--- config.mk ---
export PLATFORM = sky130hd
export DESIGN_NAME = pipe_ctrl
export DESIGN_NICKNAME = d
export VERILOG_FILES = /design/src/rtl/pipe_ctrl_pkg.sv /design/src/rtl/stall_merge.sv /design/src/rtl/pipe_ctrl.sv
export SDC_FILE = /design/constraint.sdc
export NUM_CORES = 1
export LEC_CHECK = 0
export ABC_AREA = 1
export BUFFER_PORTS_ARGS = -buffer_cell sky130_fd_sc_hd__buf_2
export CAP_MARGIN = 10
export CORE_AREA = 2 2 169 105
export DETAILED_ROUTE_END_ITERATION = 6
export DIE_AREA = 0 0 171 107
export GPL_ROUTABILITY_DRIVEN = 0
export PLACE_DENSITY = 0.71
export SYNTH_ARGS = -nofsm -noshare
export SYNTH_HDL_FRONTEND = slang
export SYNTH_SLANG_ARGS = --single-unit
export TNS_END_PERCENT = 50
--- constraint.sdc ---
create_clock -name clk -period 2.1 [get_ports clk]
set_input_delay 0.315 -clock clk [delete_from_list [all_inputs] [get_ports clk]]
set_output_delay 0.315 -clock clk [all_outputs]
set_load 0.02 [all_outputs]
--- src/rtl/pipe_ctrl_pkg.sv ---
// Shared types and constants for the pipeline control unit: stage levels,
// FSM states and the level-to-thermometer helper.
package pipe_ctrl_pkg;

  localparam int unsigned StallWDefault = 6;

  // Stall levels: a request at level L stalls bus bits 0..L.
  localparam logic [3:0] LvlPc  = 4'd0;
  localparam logic [3:0] LvlIf  = 4'd1;
  localparam logic [3:0] LvlId  = 4'd2;
  localparam logic [3:0] LvlEx  = 4'd3;
  localparam logic [3:0] LvlMem = 4'd4;
  localparam logic [3:0] LvlWb  = 4'd5;

  typedef enum logic [0:0] {
    StRun   = 1'b0,
    StFlush = 1'b1
  } state_e;

  // Level L -> mask with bits 0..L set.
  function automatic logic [31:0] lvl_to_therm(input logic [3:0] lvl);
    logic [31:0] one_hot;
    one_hot = 32'd1 << (32'(lvl) + 32'd1);
    return one_hot - 32'd1;
  endfunction

endpackage

--- src/rtl/stall_merge.sv ---
// Combinational stall merge: picks the deepest active request level and
// expands it into the per-stage thermometer stall vector.
module stall_merge
  import pipe_ctrl_pkg::*;
#(
  parameter int unsigned         STALL_W = StallWDefault,
  parameter int unsigned         NREQ    = 2,
  parameter logic [NREQ*4-1:0]   REQ_LVL = {LvlEx, LvlId}
) (
  input  logic [NREQ-1:0]    stallreq,
  output logic [STALL_W-1:0] stall
);

  logic        any_req;
  logic [3:0]  max_lvl;
  logic [31:0] therm;

  always_comb begin
    any_req = 1'b0;
    max_lvl = 4'd0;
    for (int i = 0; i < int'(NREQ); i++) begin
      if (stallreq[i]) begin
        any_req = 1'b1;
        if (REQ_LVL[i*4 +: 4] > max_lvl) begin
          max_lvl = REQ_LVL[i*4 +: 4];
        end
      end
    end
    therm = lvl_to_therm(max_lvl);
    stall = any_req ? therm[STALL_W-1:0] : '0;
  end

endmodule

--- src/rtl/pipe_ctrl.sv ---
// Pipeline control: merges stage stall requests, sequences exception flushes
// with a registered redirect PC, and tracks stall statistics plus a watchdog.
module pipe_ctrl
  import pipe_ctrl_pkg::*;
#(
  parameter int unsigned       STALL_W   = StallWDefault,
  parameter int unsigned       NREQ      = 2,
  parameter logic [NREQ*4-1:0] REQ_LVL   = {LvlEx, LvlId},
  parameter int unsigned       FLUSH_CYC = 1,
  parameter int unsigned       TIMEOUT   = 1024
) (
  input  logic               clk,
  input  logic               rst,
  input  logic [NREQ-1:0]    stallreq,
  input  logic               excp_req,
  input  logic [31:0]        excp_pc,
  output logic [STALL_W-1:0] stall,
  output logic               flush,
  output logic [31:0]        new_pc,
  output logic [31:0]        stall_cnt,
  output logic               stall_timeout
);

  localparam logic [31:0] FlushLoad  = 32'(FLUSH_CYC - 1);
  localparam logic [31:0] TimeoutEnd = 32'(TIMEOUT - 1);

  state_e      state_q, state_d;
  logic [31:0] flush_cnt_q, flush_cnt_d;
  logic [31:0] new_pc_q, new_pc_d;
  logic [31:0] stall_cnt_q, stall_cnt_d;
  logic [31:0] run_cnt_q, run_cnt_d;
  logic        timeout_q, timeout_d;

  logic [STALL_W-1:0] merged;
  logic               stalled;

  stall_merge #(
    .STALL_W (STALL_W),
    .NREQ    (NREQ),
    .REQ_LVL (REQ_LVL)
  ) u_stall_merge (
    .stallreq (stallreq),
    .stall    (merged)
  );

  // Flushed instructions are dead, so their stall requests are dropped.
  assign stall         = (rst || state_q == StFlush) ? '0 : merged;
  assign stalled       = (stall != '0);
  assign flush         = (state_q == StFlush);
  assign new_pc        = new_pc_q;
  assign stall_cnt     = stall_cnt_q;
  assign stall_timeout = timeout_q;

  always_comb begin
    state_d     = state_q;
    flush_cnt_d = flush_cnt_q;
    new_pc_d    = new_pc_q;

    unique case (state_q)
      StRun: begin
        if (excp_req) begin
          state_d     = StFlush;
          new_pc_d    = excp_pc;
          flush_cnt_d = FlushLoad;
        end
      end
      StFlush: begin
        if (excp_req) begin
          // Later exception wins and restarts the flush window.
          new_pc_d    = excp_pc;
          flush_cnt_d = FlushLoad;
        end else if (flush_cnt_q == 32'd0) begin
          state_d = StRun;
        end else begin
          flush_cnt_d = flush_cnt_q - 32'd1;
        end
      end
      default: state_d = StRun;
    endcase
  end

  always_comb begin
    stall_cnt_d = stall_cnt_q;
    run_cnt_d   = 32'd0;
    timeout_d   = timeout_q;

    if (stalled && stall_cnt_q != 32'hFFFF_FFFF) begin
      stall_cnt_d = stall_cnt_q + 32'd1;
    end

    if (stalled && !flush) begin
      run_cnt_d = (run_cnt_q == 32'hFFFF_FFFF) ? run_cnt_q : run_cnt_q + 32'd1;
      if (run_cnt_q == TimeoutEnd) begin
        timeout_d = 1'b1;
      end
    end
  end

  always_ff @(posedge clk) begin
    if (rst) begin
      state_q     <= StRun;
      flush_cnt_q <= 32'd0;
      new_pc_q    <= 32'd0;
      stall_cnt_q <= 32'd0;
      run_cnt_q   <= 32'd0;
      timeout_q   <= 1'b0;
    end else begin
      state_q     <= state_d;
      flush_cnt_q <= flush_cnt_d;
      new_pc_q    <= new_pc_d;
      stall_cnt_q <= stall_cnt_d;
      run_cnt_q   <= run_cnt_d;
      timeout_q   <= timeout_d;
    end
  end

endmodule

==> flow_summary.ini <==
[synthesis]
syn_inst = 1174
async_flop_share_pct = 0
synth_edf_count = 0
ys_seq_area_share_pct = 35.1
yosys_warnings = 0
syn_area_per_cell_um2 = 6.32
synth_area_leader_cell = dfxtp_1
ys.flop_type = dfxtp_1
yosysTopAreaCellShare_pct = 35.1
synthAdderAreaFrac_pct = 0.506
synth.most_common_cell = nand2_1
synth_area_leaders = dfxtp_1 (35%), nand2_1 (16%), nor2_1 (12%)
synth_xor_area_share_pct = 3.19
synth_compound_area_share_pct = 8.72
ys_ff_latch = 130
yosys.area_share.simple_pct = 42.9
synth.distinct_cells = 37
syn_area_um2 = 7420
yosys-top-cells-count = nand2_1 (322), nor2_1 (239), dfxtp_1 (130)
muxShareOfSynthArea_pct = 0
synth_top_family_by_area = simple AND/OR/NAND/NOR gates

[clock_network]
cts_buffers = 17
root_buffer = clkbuf_16
post_cts_buffers = 0
cts_hold_buf = 0
clockBufferDepth = 2
cts_tree = built
cts_resized = 0
htreeDepth = 4
cts_sinks = 130
path_clk_slew_ns = 0.06
clock_latency_ns = 0.42

[global_routing]
grt_max_degree = 53
track_usage_pct = 24.7
grt_first_pass_wirelength_mm = 35.6
grt_pass1_vias = 6959
antenna_found_initial = 1
grt-ovfl-total = 0

[place]
placed_cells = 1504
place_ws_ns = 0.142
portBuffers = 106
place_area_um2 = 8250
dpl.hpwl_mm = 16.1

[routing]
wirelength_mm = 22.0
firstDrtPassIters = 6
top_layer = met4
routed-via-count = 7816
wire_per_inst_um = 14.3
route.met3.wl_mm = 2.83
met2_length_mm = 7.83
remaining_drc_errors = 0
m1WireLength_mm = 11.1
ant_nets = 0
avgViaCountPerCell = 5.09
drtIter0Drc = 967

[setup_path]
rr_worst_depth = 8
slowest_delay_ns = 0.44
path_cells = nand2_1 -> nor2_1 -> nand2_1 -> nor3_1 -> nand3b_1 -> nand2_1 -> nand2_1 -> a21oi_1
crit-reg2reg-launch = stall_cnt[11]$_SDFFE_PP0P_
crit_fanout = 5
worst-path-buf-inv = 0
startpoint_type = register
worst_path_most_repeated_cell = nand2_1
crit_family = simple AND/OR/NAND/NOR gates
cp.required_ns = 2.45
worst-r2r-setup-slack_ns = 0.13
crit_path_end_kind = register
worstPathArrival_ns = 2.32
criticalPathCategory = reg -> reg
slowest_stage = nor3_1
rr_endpoint = stall_cnt[27]$_SDFFE_PP0P_

[die]
rows = 37
pin_count = 109
die_w_um = 171
dieArea_um2 = 18300
dieHeight_um = 107
initial_utilization_pct = 44.3
coreArea_um2 = 16800

[timing]
setup_tns_ns = 0
fmax_mhz = 507
relSlewSlack_pct = 61.3
clock_skew_ns = 0.0125
slew_viol_final = 0
post-route-period-util_pct = 93.9
timing.hold.ws_ns = 0.116
setup_viol = 0
worst_slack_ns = 0.129
final-hold-violation-count = 0
worst_pin_slew_ns = 0.581
period_minus_slack_ns = 1.97
rsz0062_at_grt = no

[final_layout]
fin_area_um2 = 8880
nNetsFinal = 1329
syn2layout_area_growth_pct = 19.6
fillers = 1689
drive_above_1_share_pct = 17.1
fin_util_pct = 53.0
stdcell_count = 1536

[flow_run]
maxCapViolations = 0

[hold_path]
hold_start = excp_pc[29]
hold_depth = 3
hp-class = in -> reg
hold_path_end = new_pc[29]$_SDFFE_PP0P_

[power]
power_mw = 7.92
power_density_nw_per_um2 = 892
vdd_drop_max_mv = 0.624
leakage_nw = 4.03

[run_status]
status = finished, final reports clean
[placed cells by master, fill, tap and decap left out, types with 4 or more instances in the layout]
master and n:
a21oi_1 26, a21oi_2 22, a31oi_1 6, buf_2 106, buf_4 25, clkbuf_16 17
dfxtp_1 130, inv_1 125, inv_2 5, nand2_1 322, nand2_2 5, nand2_4 4
nand3_1 73, nand3b_1 8, nand4_1 28, nor2_1 239, nor2_2 6, nor2_4 4
nor3_1 29, nor3_2 5, o21ai_0 51, xnor2_1 5, xor2_1 22
[how the worst max path moves through the flow]
| stage | start | endpoint | slack [ns] | depth (start not counted) |
|---|---|---|---|---|
| after global routing | stall_cnt[1]$_SDFFE_PP0P_ | stall_cnt[20]$_SDFFE_PP0P_ | 0.002 | 12 |
| after detailed placement | flush_cnt_q[0]$_SDFFE_PP0P_ | flush_cnt_q[17]$_SDFFE_PP0P_ | 0.14 | 11 |
| after floorplan | flush$_SDFF_PP0_ | stall[1] | 0.22 | 5 |
| final | stall_cnt[11]$_SDFFE_PP0P_ | stall_cnt[27]$_SDFFE_PP0P_ | 0.13 | 8 |
| after global placement | flush_cnt_q[0]$_SDFFE_PP0P_ | flush_cnt_q[28]$_SDFFE_PP0P_ | 0.20 | 12 |
| after CTS | flush_cnt_q[0]$_SDFFE_PP0P_ | flush_cnt_q[28]$_SDFFE_PP0P_ | 0.10 | 12 |
[flip-flops by register name, summed over array words and instances, names as in the netlist]
name	flops
new_pc	32
stall_cnt	32
flush_cnt_q	32
stall_timeout	1
run_cnt_q	32
flush	1
[area by class of cell]
type | count | area, µm² | share of cell area, %
multi-input combinational | 877 | 4120 | 46.4
sequential | 130 | 2600 | 29.3
timing repair buffer | 133 | 758 | 8.54
inverter | 130 | 488 | 5.50
clock buffer | 18 | 439 | 4.95
tap | 234 | 293 | 3.30
clock inverter | 13 | 176 | 1.99
antenna | 1 | 2.50 | 0.0282
[worst register-to-register path: stages (launching register included)]
cell and delay (ns):
dfxtp_1 0.43, nand2_1 0.15, nor2_1 0.34, nand2_1 0.14, nor3_1 0.44, nand3b_1 0.14, nand2_1 0.09, nand2_1 0.05
a21oi_1 0.14
[where the power goes]
part           switching [mW]  leakage, nW  internal, mW
combinational            1.41         2.68         0.656
sequential              0.123         1.06          2.61
clock                    1.20        0.292          1.92
total                    2.74         4.03          5.18
[layer usage]
metal | vias to the layer above | GRT usage [%]
met2 | 388 | 30.4
met4 | 0 | 6.17
met1 | 3481 | 38.3
li1 | 3928 | -
met3 | 19 | 9.71
met5 | - | 0
[cell families after synthesis]
logic type	after synthesis
and+or+nand+nor	735
buffers and inverters	168
DFF	130
AOI/OAI and AO/OA	110
xor gates and xnor gates	27
adders and majority gates	3
other	1
(Power assumes the default switching activity.)
